`src/rtl/ah_ddr2pl_pkg.sv`:
```
// ah_ddr2pl_pkg: shared FSM state, AXI constants and burst sizing for the DDR-to-PL read engine
package ah_ddr2pl_pkg;
  typedef enum logic [2:0] {S_IDLE, S_ISSUE, S_DATA, S_DRAIN, S_FINISH} state_t;
  localparam logic [1:0] AXI_BURST_INCR = 2'b01;
  localparam logic [2:0] AXI_SIZE_4B = 3'b010;
  localparam logic [1:0] AXI_RESP_OKAY = 2'b00;
  // Largest burst that fits the word budget, the configured maximum and the current 4 KB page.
  function automatic logic [31:0] calc_blen(input logic [31:0] remaining, input logic [11:0] addr_lo,
                                            input int unsigned burst_len);
    logic [31:0] to_4k;
    logic [31:0] b;
    to_4k = (32'd4096 - {20'd0, addr_lo}) >> 2;
    b = burst_len;
    b = remaining < b ? remaining : b;
    return to_4k < b ? to_4k : b;
  endfunction
endpackage

```
`src/rtl/ah_ddr2pl_fifo.sv`:
```
// ah_ddr2pl_fifo: synchronous show-ahead FIFO with occupancy count
module ah_ddr2pl_fifo #(
  parameter int DEPTH = 64,
  parameter int WIDTH = 32
) (
  input  logic                     clk,
  input  logic                     rst,
  input  logic                     push,
  input  logic [WIDTH-1:0]         din,
  input  logic                     pop,
  output logic [WIDTH-1:0]         dout,
  output logic [$clog2(DEPTH):0]   count,
  output logic                     empty
);
  localparam int AW = $clog2(DEPTH);
  localparam int CW = AW + 1;
  logic [WIDTH-1:0] mem [DEPTH];
  logic [AW-1:0] wr_ptr, rd_ptr;
  logic do_push, do_pop;
  assign empty = count == '0;
  assign do_pop = pop && !empty;
  assign do_push = push && (count != CW'(DEPTH) || do_pop);
  assign dout = mem[rd_ptr];
  always_ff @(posedge clk or posedge rst) begin
    if (rst) begin
      wr_ptr <= '0;
      rd_ptr <= '0;
      count <= '0;
    end else begin
      wr_ptr <= wr_ptr + AW'(do_push);
      rd_ptr <= rd_ptr + AW'(do_pop);
      count <= count + CW'(do_push) - CW'(do_pop);
    end
  end
  always_ff @(posedge clk) if (do_push) mem[wr_ptr] <= din;
endmodule

```
`src/rtl/ah_ddr2pl_read_engine.sv`:
```
// ah_ddr2pl_read_engine: AXI4 INCR-burst DDR reader streaming words to PL over valid/ready.
// Optional AH_DDR2PL_PERF_CNT_EN adds a saturating stall_cycles counter output.
module ah_ddr2pl_read_engine
  import ah_ddr2pl_pkg::*;
#(
  parameter int C_M_AXI_ADDR_WIDTH = 32,
  parameter int C_M_AXI_DATA_WIDTH = 32,
  parameter int BURST_LEN = 16,
  parameter int FIFO_DEPTH = 64
) (
  input  logic                          clk,
  input  logic                          rst,
  input  logic                          start,
  input  logic [C_M_AXI_ADDR_WIDTH-1:0] ddr_addr_start,
  input  logic [31:0]                   num_words,
  output logic                          busy,
  output logic                          done,
  output logic                          error,
  output logic [31:0]                   words_read,
`ifdef AH_DDR2PL_PERF_CNT_EN
  output logic [31:0]                   stall_cycles,
`endif
  output logic [C_M_AXI_DATA_WIDTH-1:0] data_out,
  output logic                          data_valid,
  input  logic                          data_ready,
  output logic [C_M_AXI_ADDR_WIDTH-1:0] m_axi_araddr,
  output logic [7:0]                    m_axi_arlen,
  output logic [2:0]                    m_axi_arsize,
  output logic [1:0]                    m_axi_arburst,
  output logic                          m_axi_arvalid,
  input  logic                          m_axi_arready,
  input  logic [C_M_AXI_DATA_WIDTH-1:0] m_axi_rdata,
  input  logic [1:0]                    m_axi_rresp,
  input  logic                          m_axi_rlast,
  input  logic                          m_axi_rvalid,
  output logic                          m_axi_rready
);
  localparam int CW = $clog2(FIFO_DEPTH) + 1;
  state_t state;
  logic [C_M_AXI_ADDR_WIDTH-1:0] addr;
  logic [31:0] remaining, blen, free;
  logic [8:0] beats;
  logic [CW-1:0] fifo_count;
  logic fifo_empty, r_hs, beat_err, last_beat;
  assign m_axi_arsize = AXI_SIZE_4B;
  assign m_axi_arburst = AXI_BURST_INCR;
  assign data_valid = !fifo_empty;
  assign r_hs = m_axi_rvalid && m_axi_rready;
  assign last_beat = beats == 9'd1;
  assign beat_err = (m_axi_rresp != AXI_RESP_OKAY) || (m_axi_rlast != last_beat);
  assign blen = calc_blen(remaining, addr[11:0], BURST_LEN);
  assign free = 32'(FIFO_DEPTH) - 32'(fifo_count);
  ah_ddr2pl_fifo #(.DEPTH(FIFO_DEPTH), .WIDTH(C_M_AXI_DATA_WIDTH)) u_fifo (
    .clk(clk),
    .rst(rst),
    .push(r_hs),
    .din(m_axi_rdata),
    .pop(data_valid && data_ready),
    .dout(data_out),
    .count(fifo_count),
    .empty(fifo_empty)
  );
  always_ff @(posedge clk or posedge rst) begin
    if (rst) begin
      state <= S_IDLE;
      addr <= '0;
      remaining <= '0;
      beats <= '0;
      busy <= 1'b0;
      done <= 1'b0;
      error <= 1'b0;
      words_read <= '0;
      m_axi_araddr <= '0;
      m_axi_arlen <= '0;
      m_axi_arvalid <= 1'b0;
      m_axi_rready <= 1'b0;
    end else begin
      done <= 1'b0;
      if (r_hs) begin
        words_read <= words_read + 32'd1;
        beats <= beats - 9'd1;
        if (beat_err) error <= 1'b1;
      end
      case (state)
        S_IDLE: if (start) begin
          addr <= ddr_addr_start & ~C_M_AXI_ADDR_WIDTH'(3);
          remaining <= num_words;
          words_read <= '0;
          error <= 1'b0;
          busy <= 1'b1;
          done <= num_words == '0;
          state <= num_words == '0 ? S_FINISH : S_ISSUE;
        end
        // Space for the whole burst is reserved before AR goes out, so R never stalls.
        S_ISSUE: if (!m_axi_arvalid) begin
          if (free >= blen) begin
            m_axi_arvalid <= 1'b1;
            m_axi_araddr <= addr;
            m_axi_arlen <= 8'(blen - 32'd1);
          end
        end else if (m_axi_arready) begin
          m_axi_arvalid <= 1'b0;
          addr <= addr + C_M_AXI_ADDR_WIDTH'(blen << 2);
          remaining <= remaining - blen;
          beats <= 9'(blen);
          m_axi_rready <= 1'b1;
          state <= S_DATA;
        end
        S_DATA: if (r_hs && last_beat) begin
          m_axi_rready <= 1'b0;
          state <= (remaining != '0 && !error && !beat_err) ? S_ISSUE : S_DRAIN;
        end
        S_DRAIN: if (fifo_empty) begin
          done <= 1'b1;
          state <= S_FINISH;
        end
        S_FINISH: begin
          busy <= 1'b0;
          state <= S_IDLE;
        end
        default: state <= S_IDLE;
      endcase
    end
  end
`ifdef AH_DDR2PL_PERF_CNT_EN
  logic [1:0] stall_inc;
  logic [32:0] stall_sum;
  assign stall_inc = {1'b0, busy && data_valid && !data_ready} + {1'b0, m_axi_arvalid && !m_axi_arready};
  assign stall_sum = {1'b0, stall_cycles} + 33'(stall_inc);
  always_ff @(posedge clk or posedge rst) begin
    if (rst) stall_cycles <= '0;
    else if (state == S_IDLE && start) stall_cycles <= '0;
    else stall_cycles <= stall_sum[32] ? '1 : stall_sum[31:0];
  end
`endif
endmodule

```
`config.mk`:
```
export PLATFORM = sky130hd
export DESIGN_NAME = ah_ddr2pl_read_engine
export DESIGN_NICKNAME = d
export VERILOG_FILES = /design/src/rtl/ah_ddr2pl_pkg.sv /design/src/rtl/ah_ddr2pl_fifo.sv /design/src/rtl/ah_ddr2pl_read_engine.sv
export SDC_FILE = /design/constraint.sdc
export NUM_CORES = 2
export LEC_CHECK = 0
export CORE_ASPECT_RATIO = 1.4
export CORE_MARGIN = 2
export CORE_UTILIZATION = 55
export CTS_BUF_LIST = sky130_fd_sc_hd__clkbuf_8
export CTS_CLUSTER_SIZE = 25
export DETAILED_ROUTE_END_ITERATION = 12
export PLACE_DENSITY = 0.72
export SYNTH_ARGS = -nofsm -noshare
export SYNTH_HDL_FRONTEND = slang
export SYNTH_SLANG_ARGS = --single-unit
```
`constraint.sdc`:
```
create_clock -name clk -period 15.2 [get_ports clk]
set_clock_uncertainty 0.15 [all_clocks]
set_input_delay 3.04 -clock clk [delete_from_list [all_inputs] [get_ports clk]]
set_output_delay 3.04 -clock clk [all_outputs]
set_load 0.02 [all_outputs]
```
==> metrics.txt <==
Worst EP arrival 6.24 ns; Gate Count Post-Synth 4398; post-DP HPWL ~120 mm; Post-synth EDFFs approximately 2000; crit path cell chain buf_12 -> buf_4 -> mux4_2 -> mux4_2 -> mux4_2 -> clkdlybuf4s50_1; Clk pwr share 24.0%; dominant synthesized flop cell edfxtp_1; Crit. End Element output pin; maximum VDD drop roughly 0.29 mV; min cycle time layout 9.43 ns; footprint of the multi-input gates 24100 µm²; Syn Area/Cell 20.5 µm²; Power per Cell Area 183 nW/µm²; global-route wire length before repair ~310 mm; met2 routed WL between 100 and 150 mm; Sink Count 2216; Final Cycle Share ~62%; IO Port Bufs 210; R2R setup slack roughly 7.7 ns; Unique masters post-synth 75; met3 WL 17.8 mm; first drt pass iteration count 5; met1 wire length 81.3 mm; Crit path buffers/inverters 3; htree depth 5; FF+latch count, synth 2216; hold path start m_axi_arlen[0]; full die area 167000 µm²; Final #Nets 5127; Die X-Extent 346 µm; Psw 6.19 mW; final-report hold violation count 0; std cell rows 175; endpoint of the worst-slack reg-to-reg timing path remaining[25]; Hold Path Sink m_axi_arlen[0]; P_leak ~34 nW; Setup CP Type reg -> out; Max Used Layer met4; # hold bufs at CTS 0; worst r2r src remaining[28]; post-route ant nets 0; count of cells along the worst hold path 1; number of I/O pins 220; top cells by area, synth edfxtp_1, mux4_2, dfrtp_1, ha_1, nor2_1; outcome completed; crit-path max cell delay 1.06 ns; most numerous cell in the Yosys netlist edfxtp_1; Final Setup Violations 0; sequential share of power about two fifths; Comb power frac a little over a third; routed length per instance 29.7 µm; synthesized cell area around 90000 µm²; fraction of registers with async set or reset after synthesis between 7 and 8%; share of post-route cells with drive strength above 1 25.7%; vias in the first global route 46700; Worst Path Max Fanout 113; worst hold path class reg -> reg; Worst-Margin Slew approximately 1.2 ns; Switching Share roughly 33%; layout overhead on the synthesized area 12.5%; initial detailed-routing violation count 5275; Clock Latency Late Sink 1.04 ns; Synth top area share 68.2%; Resize count post-CTS 0; Critical Path RT 12.01 ns; CP most frequent cell mux4_2; Max clock buf depth 4; max cap viols 0; final routed DRC violation total 0; final slew viol count 0; CTS Buf Count 336; vias per inst 6.36; Via Count 46200; cells on worst reg2reg path 21; routability cong. 0.929; CTS tree done; pin count of the biggest net entering global routing 139; final hold slack 0.335 ns; Seq. cell area about 66000 µm²; Worst setup SP type register; Fmax 0.106 GHz; Total GRT Usage 26.1%; internal power 12.4 mW; most common library cells after synthesis edfxtp_1, mux4_2, nor2_1; Post-CTS Setup Repair Bufs 0; kind of cell adding the most delay to the critical path buffers and inverters; Remaining Overflow, GRT 0; post-synth top area cell edfxtp_1; Worst path slowest cell dfrtp_4; Slew headroom ~20%; Clock transition at path regs 0.06 ns; sequential cell area fraction in the yosys report 72.9%; clock root cell clkbuf_8; core area between 150000 and 200000 µm²; final setup TNS 0 ns; synth warn 0; initial antenna violation count 17; Die Ht 483 µm; Initial Utilization 55.4%; drt total wl 216 mm; fillers 11100; unrepaired setup endpoints after global routing false
## cell families after synthesis
group           synth area share (%)
buf+inv                         1.19
fa+ha+maj                       1.77
mux                             17.4
simple gates                    3.02
other cells                  0.00833
xor+xnor                        1.01
flops                           72.9
compound gates                  2.69
## area by class of cell
class                   instances  area share [%]
flip-flops and latches       2216            64.8
multi-input cells            1982            23.8
clock buffers                 350            4.75
repair buffers                309            2.70
well taps                    2124            2.62
clock inverters               221            1.11
inverters                      52           0.197
diodes                          8          0.0197
## sequential cells by signal, summed over array words and instances, names as in the netlist, 3 cells and up
signal and cells:
remaining 32, m_axi_araddr 30, addr 30, u_fifo.count 7, u_fifo.mem 2048, state 3
u_fifo.wr_ptr 6, u_fifo.rd_ptr 6, beats 9, m_axi_arlen 8, words_read 32
## through the flow
step	worst slack [ns]	total power, mW	cell area (µm²)	instances	util, %
global route	5.33	19.4	101000	7257	62.3
finish	5.77	18.6	101000	7262	62.3
floorplan	7.46	11.9	90400	4468	-
global placement	6.61	14.2	95500	6683	58.7
detailed placement	6.66	14.3	95500	6683	58.7
CTS	5.54	18.7	101000	7254	62.3
## per-layer routing
| metal | GRT usage [%] | vias up |
|---|---|---|
| met5 | 0 | - |
| met4 | 9.05 | 0 |
| met3 | 4.72 | 445 |
| met2 | 44.2 | 2257 |
| met1 | 34.7 | 24300 |
| li1 | - | 19200 |
## worst register-to-register path, stage by stage (launching register included)
cell	delay, ns
dfrtp_1	0.42
nor4_1	0.50
nand4_1	0.42
nor2_1	0.53
nand2_1	0.15
ha_1	0.25
nor3b_1	0.34
nand4_1	0.17
o21ai_2	0.30
and2_1	0.41
nor2_1	0.10
a21oi_1	0.79
ha_1	0.45
and3_1	0.21
a221oi_1	0.41
o2111ai_1	0.21
nand4_1	0.21
o21ai_0	0.20
a21oi_1	0.38
o21ai_0	0.23
a2111oi_0	0.42
a211oi_1	0.10
## placed cells by master, fill, tap and decap left out, types with 8 or more instances in the layout
| cell type | n |
|---|---|
| and2_1 | 12 |
| nor2_1 | 120 |
| o21a_1 | 11 |
| buf_4 | 95 |
| nor2_4 | 66 |
| nand3_1 | 44 |
| diode_2 | 8 |
| a21o_1 | 51 |
| clkinv_2 | 30 |
| o2111ai_1 | 8 |
| inv_1 | 149 |
| conb_1 | 72 |
| mux2_4 | 29 |
| clkdlybuf4s50_1 | 178 |
| dfrtp_1 | 162 |
| or3_1 | 12 |
| a21oi_1 | 128 |
| bufinv_16 | 9 |
| o21ai_0 | 81 |
| nand2_1 | 169 |
| edfxtp_1 | 2048 |
| and3_1 | 44 |
| o31ai_1 | 10 |
| nand4_1 | 30 |
| o21bai_1 | 11 |
| a31oi_1 | 18 |
| nor4_1 | 18 |
| ha_1 | 122 |
| clkinv_1 | 78 |
| clkbuf_8 | 350 |
| xor2_1 | 35 |
| nor3_1 | 24 |
| xnor2_1 | 69 |
| o211ai_1 | 8 |
| buf_2 | 32 |
| mux4_2 | 672 |
## power by group through the flow
stage	Combinational, mW	Sequential [mW]	Clock [mW]
finish	6.74	7.38	4.47
floorplan	4.55	7.37	0
global placement	6.69	7.49	0
global route	7.16	7.43	4.82
detailed placement	6.75	7.51	0
CTS	6.78	7.39	4.56
## worst max path at each step
stage / to / slack [ns] / from / cells after the start
6_report: data_out[4] / 5.77 / u_fifo.rd_ptr[0] / 6
5_1_grt: data_out[4] / 5.33 / u_fifo.rd_ptr[0] / 6
4_1_cts: data_out[20] / 5.54 / u_fifo.rd_ptr[0] / 6
3_5_place_dp: data_out[20] / 6.66 / u_fifo.rd_ptr[0] / 6
3_3_place_gp: data_out[20] / 6.61 / u_fifo.rd_ptr[0] / 6
2_1_floorplan: addr[10] / 7.46 / rst / 1
Note: power is estimated with default switching activity, not from simulation.
